<file path="src/rtl/regfile_writeback.sv">
// rtl/regfile_writeback.sv - register-file write-port owner merging ALU results with queued loads
//
// Purpose:
//   Sole driver of the register-file write port (A3/wE3/wD3). Live ALU
//   results always take the port on the next edge. Load results are
//   buffered in a small circular FIFO and drain on cycles with no live
//   ALU write. Writes addressed to r0 never reach the port.
//
// Ports:
//   clk, rst                         clock, synchronous active-high reset
//   alu_valid, alu_rd, alu_data      single-cycle ALU result
//   mem_valid, mem_ready             load handshake (accept on both high)
//   mem_rd, mem_data                 load destination and data
//   A3, wE3, wD3                     registered register-file write port
//   busy                             per-register "queued load pending"
//   fifo_count                       number of queued loads (0..DEPTH)
//   err_waw                          sticky ALU-over-pending-load flag

module regfile_writeback #(
  parameter int DATA_W = 19,
  parameter int ADDR_W = 3,
  parameter int DEPTH  = 4
) (
  input  logic              clk,
  input  logic              rst,
  input  logic              alu_valid,
  input  logic [ADDR_W-1:0] alu_rd,
  input  logic [DATA_W-1:0] alu_data,
  input  logic              mem_valid,
  output logic              mem_ready,
  input  logic [ADDR_W-1:0] mem_rd,
  input  logic [DATA_W-1:0] mem_data,
  output logic [ADDR_W-1:0] A3,
  output logic              wE3,
  output logic [DATA_W-1:0] wD3,
  output logic [7:0]        busy,
  output logic [ADDR_W-1:0] fifo_count,
  output logic              err_waw
);

  localparam int PTR_W = $clog2(DEPTH);

  logic [ADDR_W-1:0] rd_mem_q   [DEPTH];
  logic [ADDR_W-1:0] rd_mem_d   [DEPTH];
  logic [DATA_W-1:0] data_mem_q [DEPTH];
  logic [DATA_W-1:0] data_mem_d [DEPTH];
  logic [DEPTH-1:0]  valid_q, valid_d;

  logic [ADDR_W-1:0] wr_ptr_q, wr_ptr_d;
  logic [ADDR_W-1:0] rd_ptr_q, rd_ptr_d;
  logic [ADDR_W-1:0] count_q, count_d;

  logic [ADDR_W-1:0] a3_q, a3_d;
  logic              we3_q, we3_d;
  logic [DATA_W-1:0] wd3_q, wd3_d;
  logic              err_waw_q, err_waw_d;

  logic              live_alu, push, pop;
  logic [7:0]        busy_c;
  logic [PTR_W-1:0]  wr_idx, rd_idx;

  assign wr_idx = wr_ptr_q[PTR_W-1:0];
  assign rd_idx = rd_ptr_q[PTR_W-1:0];

  // Ready reflects the registered count only, so a full FIFO refuses a
  // load even in a cycle that also pops.
  assign mem_ready = !rst && (count_q < ADDR_W'(DEPTH));
  assign live_alu  = alu_valid && (alu_rd != '0);
  assign push      = mem_valid && mem_ready && (mem_rd != '0);
  assign pop       = !live_alu && (count_q != '0);

  // Per-entry valid bits make busy a pure function of FIFO contents; a
  // popped entry drops out once valid_q clears on the pop edge.
  always_comb begin
    busy_c = '0;
    for (int i = 0; i < DEPTH; i++) begin
      if (valid_q[i]) busy_c[rd_mem_q[i]] = 1'b1;
    end
    busy_c[0] = 1'b0;
  end

  always_comb begin
    rd_mem_d   = rd_mem_q;
    data_mem_d = data_mem_q;
    valid_d    = valid_q;
    wr_ptr_d   = wr_ptr_q;
    rd_ptr_d   = rd_ptr_q;
    count_d    = count_q;
    a3_d       = a3_q;
    wd3_d      = wd3_q;
    we3_d      = 1'b0;
    err_waw_d  = err_waw_q | (live_alu && busy_c[alu_rd]);

    if (live_alu) begin
      we3_d = 1'b1;
      a3_d  = alu_rd;
      wd3_d = alu_data;
    end else if (pop) begin
      we3_d = 1'b1;
      a3_d  = rd_mem_q[rd_idx];
      wd3_d = data_mem_q[rd_idx];
    end

    // Push needs not-full and pop needs not-empty, so when both happen
    // they always touch different slots.
    if (pop) begin
      valid_d[rd_idx] = 1'b0;
      rd_ptr_d = (rd_ptr_q == ADDR_W'(DEPTH - 1)) ? '0 : rd_ptr_q + 1'b1;
    end
    if (push) begin
      rd_mem_d[wr_idx]   = mem_rd;
      data_mem_d[wr_idx] = mem_data;
      valid_d[wr_idx]    = 1'b1;
      wr_ptr_d = (wr_ptr_q == ADDR_W'(DEPTH - 1)) ? '0 : wr_ptr_q + 1'b1;
    end

    if (push && !pop)      count_d = count_q + 1'b1;
    else if (pop && !push) count_d = count_q - 1'b1;
  end

  always_ff @(posedge clk) begin
    if (rst) begin
      for (int i = 0; i < DEPTH; i++) begin
        rd_mem_q[i]   <= '0;
        data_mem_q[i] <= '0;
      end
      valid_q   <= '0;
      wr_ptr_q  <= '0;
      rd_ptr_q  <= '0;
      count_q   <= '0;
      a3_q      <= '0;
      we3_q     <= 1'b0;
      wd3_q     <= '0;
      err_waw_q <= 1'b0;
    end else begin
      rd_mem_q   <= rd_mem_d;
      data_mem_q <= data_mem_d;
      valid_q    <= valid_d;
      wr_ptr_q   <= wr_ptr_d;
      rd_ptr_q   <= rd_ptr_d;
      count_q    <= count_d;
      a3_q       <= a3_d;
      we3_q      <= we3_d;
      wd3_q      <= wd3_d;
      err_waw_q  <= err_waw_d;
    end
  end

  assign A3         = a3_q;
  assign wE3        = we3_q;
  assign wD3        = wd3_q;
  assign busy       = busy_c;
  assign fifo_count = count_q;
  assign err_waw    = err_waw_q;

endmodule

</file>
<file path="config.mk">
export PLATFORM = sky130hd
export DESIGN_NAME = regfile_writeback
export DESIGN_NICKNAME = d
export VERILOG_FILES = /design/src/rtl/regfile_writeback.sv
export SDC_FILE = /design/constraint.sdc
export NUM_CORES = 1
export LEC_CHECK = 0
export ABC_AREA = 1
export ABC_CLOCK_PERIOD_IN_PS = 3450
export CORE_MARGIN = 2
export CORE_UTILIZATION = 54
export DETAILED_ROUTE_END_ITERATION = 12
export GPL_TIMING_DRIVEN = 0
export MAX_ROUTING_LAYER = met4
export PLACE_DENSITY = 0.79
export SLEW_MARGIN = 40
export SYNTH_ARGS = -nofsm -noshare
export SYNTH_HDL_FRONTEND = slang
export SYNTH_SLANG_ARGS = --single-unit
export TNS_END_PERCENT = 10
</file>
<file path="constraint.sdc">
create_clock -name clk -period 3.45 [get_ports clk]
set_clock_uncertainty 0.2 [all_clocks]
set_input_delay 1.035 -clock clk [delete_from_list [all_inputs] [get_ports clk]]
set_output_delay 1.035 -clock clk [all_outputs]
set_load 0.1 [all_outputs]
</file>
======== After elaboration in Yosys (flattened, before gate mapping) ========
Cells that the tools add are included.
word-level totals
  bits in registers ....................... 125
  bits of input ports ..................... 48
  output and inout port bits .............. 36
  logic and storage cells ................. 114
operators by class
  $add $sub $neg .......................... 4
  order comparisons ....................... 17
  equal/unequal tests ..................... 2
  mux-type cells .......................... 42
  bitwise gates (word level) .............. 9
  reductions and logical operators ........ 24
operators with widths
  cell                   count
  $mux W19               5
  $bwmux W76             1
  $bmux W19 S2           1
  $demux W19 S2          1
  $mux W8                4
  $mux W3                9
  $or A8 B8 Y8           3
  $lt A3 B4 Y1 const B   5
  $logic_and A1 B1 Y1    15
  $bwmux W12             1
  $demux W1 S3           4
  $ge A3 B1 Y1 const B   4
  $add A3 B1 Y3 const B  3
  $mux W1                9
  $reduce_bool A3 Y1     3
  $mux W4                2
  $bmux W3 S2            1
  $demux W3 S2           1
  $eq A3 B2 Y1 const B   2
  $ge A3 B3 Y1 const B   2
  $lt A2 B3 Y1 const B   2
  $not A2 Y3             2
  $and A4 B4 Y4          1
  $demux W1 S2           2
  10 further kinds       15

======== Logic depth before layout (Yosys ltp) ========
  word-level depth ........................ 15
  gate-level depth with buffers ........... 11
  gate-level depth less buffers ........... 11

======== Worst setup path before layout ========
Ideal clock, no wire load.
  path kind ............................... input to output
  start ................................... input rst
  end ..................................... output mem_ready
  data arrival time ....................... 2.604 ns
  data required time ...................... 2.215 ns
  slack ................................... -0.389 ns
  cell stages on the path ................. 3
  path buffers ............................ 2
  cells stage by stage .................... buf_6 > clkbuf_1 > nor2_1
between the ends
  cells in the longest elaborated chain, start to end .. 2
ends and longest elaborated chain
  element              RTL line  text
  from (decl)          25        input logic rst,
  $logic_not A1 Y1     67        assign mem_ready = !rst && (count_q < ADDR_W'(DEPTH));
  $logic_and A1 B1 Y1  67
  to (decl)            30        output logic mem_ready,
No other way between the ends.

======== Worst setup path in the final report ========
Same ends and word-level chain as after synthesis.

==> qor.yml <==
clock_network:
  cts_buffer_depth: 2
  cts.sinks: 125
  root_buffer: "clkbuf_8"
  post_cts.repair.setup_buffers: 0
  clkTransAtPathRegs_ns: 0.06
  ctsHtreeMaxLevel: 4
  worstSkewPairLatency_ns: 0.53
  cts_tree: "built"
  cts_hold_buf: 0
  cts-buffers-inserted: 17
  cts.repair.resized: 0
synthesis:
  netlist_area_um2: 5770
  syn_inst: 808
  syn-num-nets: 866
  synth_top_area_share: 0.433
  syn_area_per_cell_um2: 7.15
  yosysWarnings: 0
  yosys.area.top_type: "dfxtp_1"
  async_reset_ff_frac: 0
  synth.area.top_cells: "dfxtp_1 43%, a21oi_1 14%, nand2_1 12%"
  ys_ff_latch: 125
  yosysSeqAreaShare: 0.433
  synth_edf_count: 0
  synth_ff_type: "dfxtp_1"
  synth_cell_types: 33
pwr:
  power_frac_seq: 0.324
  switchingPower_mw: 2.23
  p_int_mw: 2.99
  ir_drop_uv: 497
  leakage_nw: 2.78
  p_total_mw: 5.22
  power_frac_comb: 0.359
  power_switching_share: 0.428
  pwr_density_cell_nw_per_um2: 732
  clkPwrFrac: 0.317
worst_hold_path:
  min_path_cells: 2
  worstHoldPathType: "reg -> reg"
place:
  place_hpwl_um: 12800
  port_buffers: 81
  placed_cell_area_um2: 6580
  gp_congestion: 0.934
  pre_cts_slack_ns: -0.214
  dp.cells: 1025
worst_setup_path:
  rr_worst_depth: 10
  cp.required_ns: 2.21
  startpoint_type: "input pin"
  crit_fanout: 10
  end_kind: "primary output"
  worstPathArrival_ns: 1.97
  crit_type: "in -> out"
global_routing:
  gr-total-overflow: 0
  track_usage: 0.322
  grt_max_degree: 17
  grt_pass1_vias: 5659
  antenna_found_initial: 0
  grt_pass1_wl_um: 27800
sta:
  fmax_ghz: 0.312
  drv_slew: 0
  fin_ws_ns: 0.246
  grt_setup_unrepaired: "no"
  finalHoldViolations: 0
  slew-limit-headroom: 0.535
  setup_violations: 0
  fin_crit_sh: 0.929
  worst_slew_pin_slew_ns: 0.697
  min_period_ns: 3.20
floorplanning:
  ioPinCount: 84
  initial_core_util: 0.557
  rows: 37
  die_w_um: 107
  fp.dieH_um: 107
  core_um2: 10400
  fp.dieArea_um2: 11500
route:
  ant_nets: 0
  viasPerCell: 5.66
  routedWlPerCell_um: 16.9
  drt_iter0_drc: 591
  drt-total-wl_um: 17800
  num_vias: 5983
  drc: 0
  firstDrtPassIters: 6
run:
  maxCapViolCount: 0
cells_and_area:
  stdcell_area_um2: 7130
  nNetsFinal: 966
  drive_gt1_frac: 0.125
  stdcell_count: 1057
  area_growth_pct: 23.6
  n_antenna_cell: 0
run_status:
  status: "finished, final reports clean"
[cell type report]
class                           count  area, um^2
Buffer                             51         304
Timing Repair Buffer               81         636
Inverter                           63         241
Clock inverter                     15         138
Tap cell                          136         170
Fill cell                         896        3240
Multi-Input combinational cell    569        2730
Clock buffer                       17         414
Sequential cell                   125        2500
[cells by family (layout without fill, tap and decap cells)]
family,count (synthesis),count (layout),synth area share
and+or+nand+nor,269,269,0.195
other,1,1,0.000649
AOI/OAI and AO/OA,288,288,0.252
buffers and inverters,114,227,0.0945
adders and majority gates,10,10,0.0230
DFF,125,125,0.433
xor gates and xnor gates,1,1,0.00152
[placed cells by master, fill, tap and decap left out, types with 16 or more instances in the layout]
master / n
clkdlybuf4s50_1: 46
a21oi_1: 165
clkbuf_1: 23
clkbuf_16: 16
o21ai_0: 111
inv_1: 55
buf_2: 44
dfxtp_1: 125
nor2_1: 47
nand2_1: 186
[power groups by stage]
stage / clock, mW / combinational [mW] / sequential (mW)
global placement: 0 / 1.89 / 1.71
CTS: 1.66 / 1.85 / 1.69
global route: 1.72 / 1.98 / 1.71
detailed placement: 0 / 1.84 / 1.72
floorplan: 0 / 0.786 / 2.30
finish: 1.65 / 1.87 / 1.69
[cell usage after synthesis (4+ instances only)]
cell        n
nor2_1     48
inv_1      55
nand3_1    14
buf_6       9
o21ai_1     8
nand4_1     8
ha_1        9
a21oi_1   165
buf_4       9
inv_2       5
clkbuf_1   23
buf_2       9
nand2_1   186
dfxtp_1   125
o21ai_0   111
nand2_2     4
[registers in the layout, indices dropped and copies added (netlist names)]
register / count
err_waw: 1
wr_ptr_q: 3
wE3: 1
rd_mem_q: 12
A3: 3
fifo_count: 3
valid_q: 4
wD3: 19
data_mem_q: 76
rd_ptr_q: 3
[per-layer routing]
layer	vias to the layer above	part of all wire	track usage
met5	-	0	-
li1	2877	-	-
met1	2746	0.40	0.389
met4	0	0.049	0.164
met2	293	0.48	0.520
met3	67	0.079	0.0563
[stage by stage]
step                utilization  hold slack [ns]  setup TNS, ns
floorplan                     -            0.224              0
global placement          0.652            0.236         -0.627
detailed placement        0.635            0.240         -0.297
CTS                       0.688            0.250              0
global route              0.688            0.273              0
finish                    0.688            0.243              0
[worst max-delay path: stages]
cell,delay [ns]
buf_6,0.12
clkbuf_1,0.24
nor2_2,0.14
buf_2,0.43
[final timing paths]
path,start,endpoint,slack [ns]
setup / recovery,rst,mem_ready,0.25
hold / removal,err_waw$_SDFF_PP0_,err_waw$_SDFF_PP0_,0.24
setup reg to reg,fifo_count[0]$_SDFFE_PP0P_,fifo_count[2]$_SDFFE_PP0P_,0.96
hold reg to reg,err_waw$_SDFF_PP0_,err_waw$_SDFF_PP0_,0.24
(Power assumes the default switching activity.)
